**src/rtl/ebus_pkg.sv**
```systemverilog
`default_nettype none
// ============================================================================
// Module   : ebus_pkg
// Purpose  : Shared EBUS widths, source indices and slice-offset helper.
// Revision : 1.0
// ============================================================================
package ebus_pkg;

    localparam int EBUS_WIDTH    = 36;
    localparam int EBUS_DS_WIDTH = 8;

    localparam int SRC_EDP = 0;
    localparam int SRC_IR  = 1;
    localparam int SRC_SCD = 2;
    localparam int SRC_APR = 3;
    localparam int SRC_CRA = 4;

    // Base bit of source idx within the flattened srcData vector.
    function automatic int sliceOffset(input int idx, input int width);
        return idx * width;
    endfunction

endpackage
`default_nettype wire

```
**src/rtl/ebus_arb_pick.sv**
```systemverilog
`default_nettype none
// ============================================================================
// Module   : ebus_arb_pick
// Purpose  : Combinational EBUS winner selection (fixed priority or round-robin).
// Revision : 1.0
// ============================================================================
module ebus_arb_pick
    import ebus_pkg::*;
#(
    parameter  int NSRC = 8,
    parameter  int RR   = 0,
    localparam int IDXW = $clog2(NSRC)
) (
    input  logic [0:NSRC-1] srcDriving,
    input  logic [IDXW-1:0] rrPtr,
    output logic [IDXW-1:0] winner,
    output logic            anyDriving,
    output logic            multiDriving
);

    logic [IDXW-1:0] w_start;
    logic [IDXW-1:0] w_lowAll;
    logic [IDXW-1:0] w_lowMasked;
    logic            w_anyMasked;
    logic [4:0]      w_count;

    // Fixed priority is round-robin with the search origin pinned at 0.
    assign w_start = (RR != 0) ? rrPtr : '0;

    always_comb begin
        w_lowAll     = '0;
        w_lowMasked  = '0;
        w_anyMasked  = 1'b0;
        w_count      = '0;
        anyDriving   = 1'b0;
        for (int i = NSRC - 1; i >= 0; i--) begin
            if (srcDriving[i]) begin
                anyDriving = 1'b1;
                w_lowAll   = IDXW'(i);
                w_count    = w_count + 5'd1;
                if (i >= int'(w_start)) begin
                    w_anyMasked = 1'b1;
                    w_lowMasked = IDXW'(i);
                end
            end
        end
        // Nothing at/after the origin means the circular search wrapped.
        winner       = w_anyMasked ? w_lowMasked : w_lowAll;
        multiDriving = (w_count > 5'd1);
    end

endmodule
`default_nettype wire

```
**src/rtl/ebus_arb_mux.sv**
```systemverilog
`default_nettype none
// ============================================================================
// Module   : ebus_arb_mux
// Purpose  : Registered EBUS source mux/arbiter with conflict and timeout flags.
// Revision : 1.0
// ============================================================================
module ebus_arb_mux
    import ebus_pkg::*;
#(
    parameter  int NSRC      = 8,
    parameter  int WIDTH     = EBUS_WIDTH,
    parameter  int DSW       = EBUS_DS_WIDTH,
    parameter  int RR        = 0,
    parameter  int HOLD_IDLE = 1,
    parameter  int TIMEOUT   = 15,
    localparam int IDXW      = $clog2(NSRC)
) (
    input  logic                  clk,
    input  logic                  resetN,
    input  logic [0:NSRC-1]       srcDriving,
    input  logic [0:NSRC*WIDTH-1] srcData,
    input  logic [0:DSW-1]        dsIn,
    input  logic                  dsReq,
    input  logic                  clrErr,
    output logic [0:WIDTH-1]      EBUS,
    output logic [0:DSW-1]        EBUS_DS,
    output logic                  busValid,
    output logic [IDXW-1:0]       busOwner,
    output logic                  conflictErr,
    output logic                  timeoutErr
);

    localparam logic [7:0] c_timeout = 8'(TIMEOUT);

    logic [IDXW-1:0]  w_winner;
    logic             w_any;
    logic             w_multi;
    logic [0:WIDTH-1] w_selData;
    logic [7:0]       w_timerNext;
    logic             w_waiting;
    logic             w_timeoutHit;

    logic [0:WIDTH-1] r_ebus;
    logic [0:DSW-1]   r_ebusDs;
    logic             r_busValid;
    logic [IDXW-1:0]  r_busOwner;
    logic             r_conflict;
    logic             r_timeout;
    logic [IDXW-1:0]  r_rrPtr;
    logic [7:0]       r_timer;

    ebus_arb_pick #(
        .NSRC (NSRC),
        .RR   (RR)
    ) u_pick (
        .srcDriving   (srcDriving),
        .rrPtr        (r_rrPtr),
        .winner       (w_winner),
        .anyDriving   (w_any),
        .multiDriving (w_multi)
    );

    always_comb begin
        w_selData = '0;
        for (int k = 0; k < NSRC; k++) begin
            if (w_winner == IDXW'(k)) begin
                w_selData = srcData[sliceOffset(k, WIDTH) +: WIDTH];
            end
        end
    end

    assign w_waiting    = dsReq && !w_any;
    assign w_timerNext  = r_timer + 8'd1;
    assign w_timeoutHit = w_waiting && (w_timerNext == c_timeout);

    always_ff @(posedge clk or negedge resetN) begin
        if (!resetN) begin
            r_ebus     <= '0;
            r_ebusDs   <= '0;
            r_busValid <= 1'b0;
            r_busOwner <= '0;
            r_conflict <= 1'b0;
            r_timeout  <= 1'b0;
            r_rrPtr    <= '0;
            r_timer    <= '0;
        end else begin
            r_ebusDs   <= dsIn;
            r_busValid <= w_any;

            if (w_any) begin
                r_ebus     <= w_selData;
                r_busOwner <= w_winner;
                r_rrPtr    <= (w_winner == IDXW'(NSRC - 1)) ? '0 : w_winner + 1'b1;
            end else if (w_timeoutHit || (HOLD_IDLE == 0)) begin
                r_ebus <= '0;
            end

            if (!w_waiting || w_timeoutHit) begin
                r_timer <= '0;
            end else begin
                r_timer <= w_timerNext;
            end

            // A set condition in the same cycle as clrErr takes precedence.
            if (w_multi) begin
                r_conflict <= 1'b1;
            end else if (clrErr) begin
                r_conflict <= 1'b0;
            end

            if (w_timeoutHit) begin
                r_timeout <= 1'b1;
            end else if (clrErr) begin
                r_timeout <= 1'b0;
            end
        end
    end

    assign EBUS        = r_ebus;
    assign EBUS_DS     = r_ebusDs;
    assign busValid    = r_busValid;
    assign busOwner    = r_busOwner;
    assign conflictErr = r_conflict;
    assign timeoutErr  = r_timeout;

endmodule
`default_nettype wire
```
**config.mk**
```make
export PLATFORM = sky130hd
export DESIGN_NAME = ebus_arb_mux
export DESIGN_NICKNAME = d
export VERILOG_FILES = /design/src/rtl/ebus_pkg.sv /design/src/rtl/ebus_arb_pick.sv /design/src/rtl/ebus_arb_mux.sv
export SDC_FILE = /design/constraint.sdc
export NUM_CORES = 1
export LEC_CHECK = 0
export BUFFER_PORTS_ARGS = -buffer_cell sky130_fd_sc_hd__buf_2
export CORE_AREA = 2 2 139 141
export DETAILED_ROUTE_END_ITERATION = 7
export DIE_AREA = 0 0 141 143
export PLACE_DENSITY = 0.64
export SYNTH_ARGS = -nofsm -noshare
export SYNTH_HDL_FRONTEND = slang
export SYNTH_SLANG_ARGS = --single-unit
```
**constraint.sdc**
```tcl
create_clock -name clk -period 4.59 [get_ports clk]
set_clock_uncertainty 0.1 [all_clocks]
set_input_delay 0.6885 -clock clk [delete_from_list [all_inputs] [get_ports clk]]
set_output_delay 0.6885 -clock clk [all_outputs]
set_load 0.005 [all_outputs]
```
==> reports/results.ini <==
[logic_synthesis]
synth_edf_count = 0
yosysUniqueCellTypes = 57
seq_area_frac_synth = 0.298
synth_area_um2 = 4870
synth_top_family_by_area = compound AO/OA/AOI/OAI gates
ys.flop_type = dfrtp_1
ys_async_sr_fraction = 1.00
synth-simple-area-share = 0.125
synth_nets = 924
synthCells = 604
ys_warn_count = 0
postSynthAreaPerCell_um2 = 8.07
synth_mux_area_frac = 0.0431
synth_compound_area_frac = 0.388
synth_xor_xnor_area_share = 0.0513
synth-adder-area-share = 0.0308
synth_seq_cells = 58

[pwr]
power_frac_comb = 0.313
p_leak_nw = 3.55
pwr-share-seq = 0.321
clock_power_share = 0.366
intPower_mw = 1.25
power-per-cell-area_nw_per_um2 = 253
peakVddDrop_v = 0.000139
p_sw_mw = 0.545
switching_share = 0.304

[cts]
clock-sinks = 58
cts_tree = built
clk_pin_slew_ns = 0.05
post-cts-setup-buffers = 0
cts_max_level = 3
insertion_delay_ns = 0.33
cts.path.max_buffers = 2
cts_root_buf = clkbuf_16
cts_made_buffers = 9

[global_route]
grt_use_total = 0.225
overflow = 0
antenna_found_initial = 3
grt_pass1_wl_um = 34200
grt_pass1_vias = 6270
grt_max_degree = 45

[finish]
fin_nets = 1247
drive_gt1_frac = 0.428
fillerInstances = 1986
layout.cells.non_filler = 1168
area.growth.synth_to_final_pct = 45.7
final_common_cell = buf_2
layout_common_cells = buf_2, o21ai_0, dfrtp_1

[route]
dr_total_vias = 6255
routed_wl_um = 23500
drt-initial-drc-count = 337
wl_per_cell_um = 20.1
vias_per_cell = 5.36
drt_pass1_iterations = 5
ant_nets = 0
drcViolationCount = 0

[timing]
grt_setup_unrepaired = false
setup_viol = 0
tightestPinTransition_ns = 1.07
finalSetupTns_ns = 0
holdWs_ns = 0.322
period_minus_slack_ns = 4.16
hold_viol_final = 0
drv_slew = 0
max_freq_ghz = 0.241
min_period_over_period = 0.906
slew_headroom = 0.282

[die]
die_w_um = 141
io-pin-count = 358
die-area_um2 = 20200
start_util = 0.262
die_y_um = 143
core-area_um2 = 18600
fp-row-count = 50

[status]
outcome = finished, final reports clean

[worst_setup_path]
cp_max_fo = 5
cp_num_buf_inv = 5
cpLargestDelayFamily = adder cells
critPathSlowestCell = ha_1
startpoint_type = input pin
crit_path_end_kind = register
critical_path.max_stage_delay_ns = 0.35
required_ns = 4.70
crit_arrival_ns = 4.27
path_class = input pin to register
crit_chain = buf_2 -> inv_1 -> ha_2 -> xnor2_2 -> inv_1 -> ha_1 -> xnor2_1 -> nor2_1 -> a211oi_1 -> a21oi_1 -> ha_1 -> nand2_1 -> o31ai_1 -> nand2_1 -> inv_1 -> ha_1 -> nand2_1 -> o21a_1 -> inv_1 -> ha_1 -> xnor2_1 -> a32oi_1 -> a221oi_1 -> o21ai_1

[flow_run]
maxCapViolCount = 0

[placement]
placed_cells = 1150
port_buffers = 357
place.gp.congestion = 0.862
dp_hpwl_um = 17900

[worst_hold_path]
hold_path_class = input pin to asynchronous set/reset pin

==> cells by family (layout without fill, tap and decap cells) <==
group | after synthesis | count (layout)
buf+inv | 71 | 399
fa+ha+maj | 12 | 12
other cells | 0 | 2
flops | 58 | 58
xor+xnor | 22 | 22
mux | 21 | 21
compound gates | 289 | 289
simple gates | 131 | 131
==> Yosys cell counts (3+ instances only) <==
cell      number  area [um2]
nand4_1        4        25.0
nor2b_1        4        25.0
a221oi_1      36         315
o22ai_1       21         131
a22oi_1       49         368
buf_4          6        45.0
ha_1          12         150
nand2_1       41         154
inv_1         14        52.6
o211ai_1       3        22.5
xor2_1         6        52.6
o221ai_1       3        26.3
nand3_1        8        40.0
xnor2_2        3        48.8
and3_1         3        18.8
nand2b_1       5        31.3
nor2_1        51         191
clkbuf_1      31         116
mux2i_1       21         210
buf_2         17        85.1
o21ai_0       84         420
dfrtp_1       58        1450
a22o_1        20         175
a21oi_1       54         270
xnor2_1       10        87.6
==> layer usage <==
layer  global-route usage  vias up  wire length, um
li1                     -     2951                -
met1                0.263     2911             9140
met2                0.391      348            11600
met3               0.0530       43             2040
met4                0.103        2              701
met5                    0        -               13
==> registers in the layout, indices dropped and copies added, names as in the netlist <==
| register | flops |
|---|---|
| r_timer | 8 |
| busOwner | 3 |
| timeoutErr | 1 |
| conflictErr | 1 |
| busValid | 1 |
| EBUS_DS | 8 |
| EBUS | 36 |
==> path summary, 6_finish.rpt <==
kind	from	end	slack, ns	cells after the start
setup / recovery	srcDriving[6]	conflictErr$_DFFE_PN0P_	0.43	24
hold / removal	resetN	EBUS[32]$_DFFE_PN0P_	0.32	1
setup reg to reg	r_timer[0]$_DFF_PN0_	EBUS[29]$_DFFE_PN0P_	2.12	9
hold reg to reg	EBUS[23]$_DFFE_PN0P_	EBUS[23]$_DFFE_PN0P_	0.36	2
max in group asynchronous	resetN	EBUS[23]$_DFFE_PN0P_	3.17	2
min in group clk	dsIn[7]	EBUS_DS[7]$_DFF_PN0_	0.35	1
==> stage by stage <==
stage | worst slack, ns | cell area (um2) | utilization | power, mW
after floorplan | 0.323 | 4870 | - | 0.878
after global placement | 0.138 | 6810 | 0.367 | 1.14
after detailed placement | 0.0178 | 6810 | 0.367 | 1.15
after CTS | 0.374 | 7090 | 0.382 | 1.81
after global routing | 0.0326 | 7100 | 0.382 | 1.90
final | 0.432 | 7100 | 0.382 | 1.80
==> cell type report <==
cell class / count / area (um2) / area share
Antenna cell: 2 / 5.00 / 0.000705
Tap cell: 234 / 293 / 0.0412
Clock buffer: 13 / 240 / 0.0338
Sequential cell: 58 / 1450 / 0.204
Inverter: 16 / 60.1 / 0.00846
Timing Repair Buffer: 367 / 1870 / 0.264
Multi-Input combinational cell: 475 / 3140 / 0.442
Clock inverter: 3 / 40.0 / 0.00564
==> worst reg2reg max path, delay by kind of cell (launching register included) <==
kind                     cells  cell delay [ns]
AO/OA/AOI/OAI                2             0.45
adder cells (fa/ha/maj)      1             0.29
AND/OR/NAND/NOR              4             0.64
buffers and inverters        1             0.23
flip-flops                   1             0.43
XOR/XNOR                     1             0.21
==> power groups by stage <==
stage                     Clock [mW]  Combinational, mW  Sequential (mW)
after detailed placement           0              0.563            0.585
after global routing           0.689              0.626            0.581
after floorplan                    0              0.289            0.588
after CTS                      0.671              0.566            0.577
after global placement             0              0.554            0.584
final                          0.657              0.562            0.577
==> what timing repair did <==
action	in CTS	in global routing
setup endpoints to repair	0	1
gates resized for setup	0	1
hold buffers	0	0
Power figures use the tool's default switching activity.
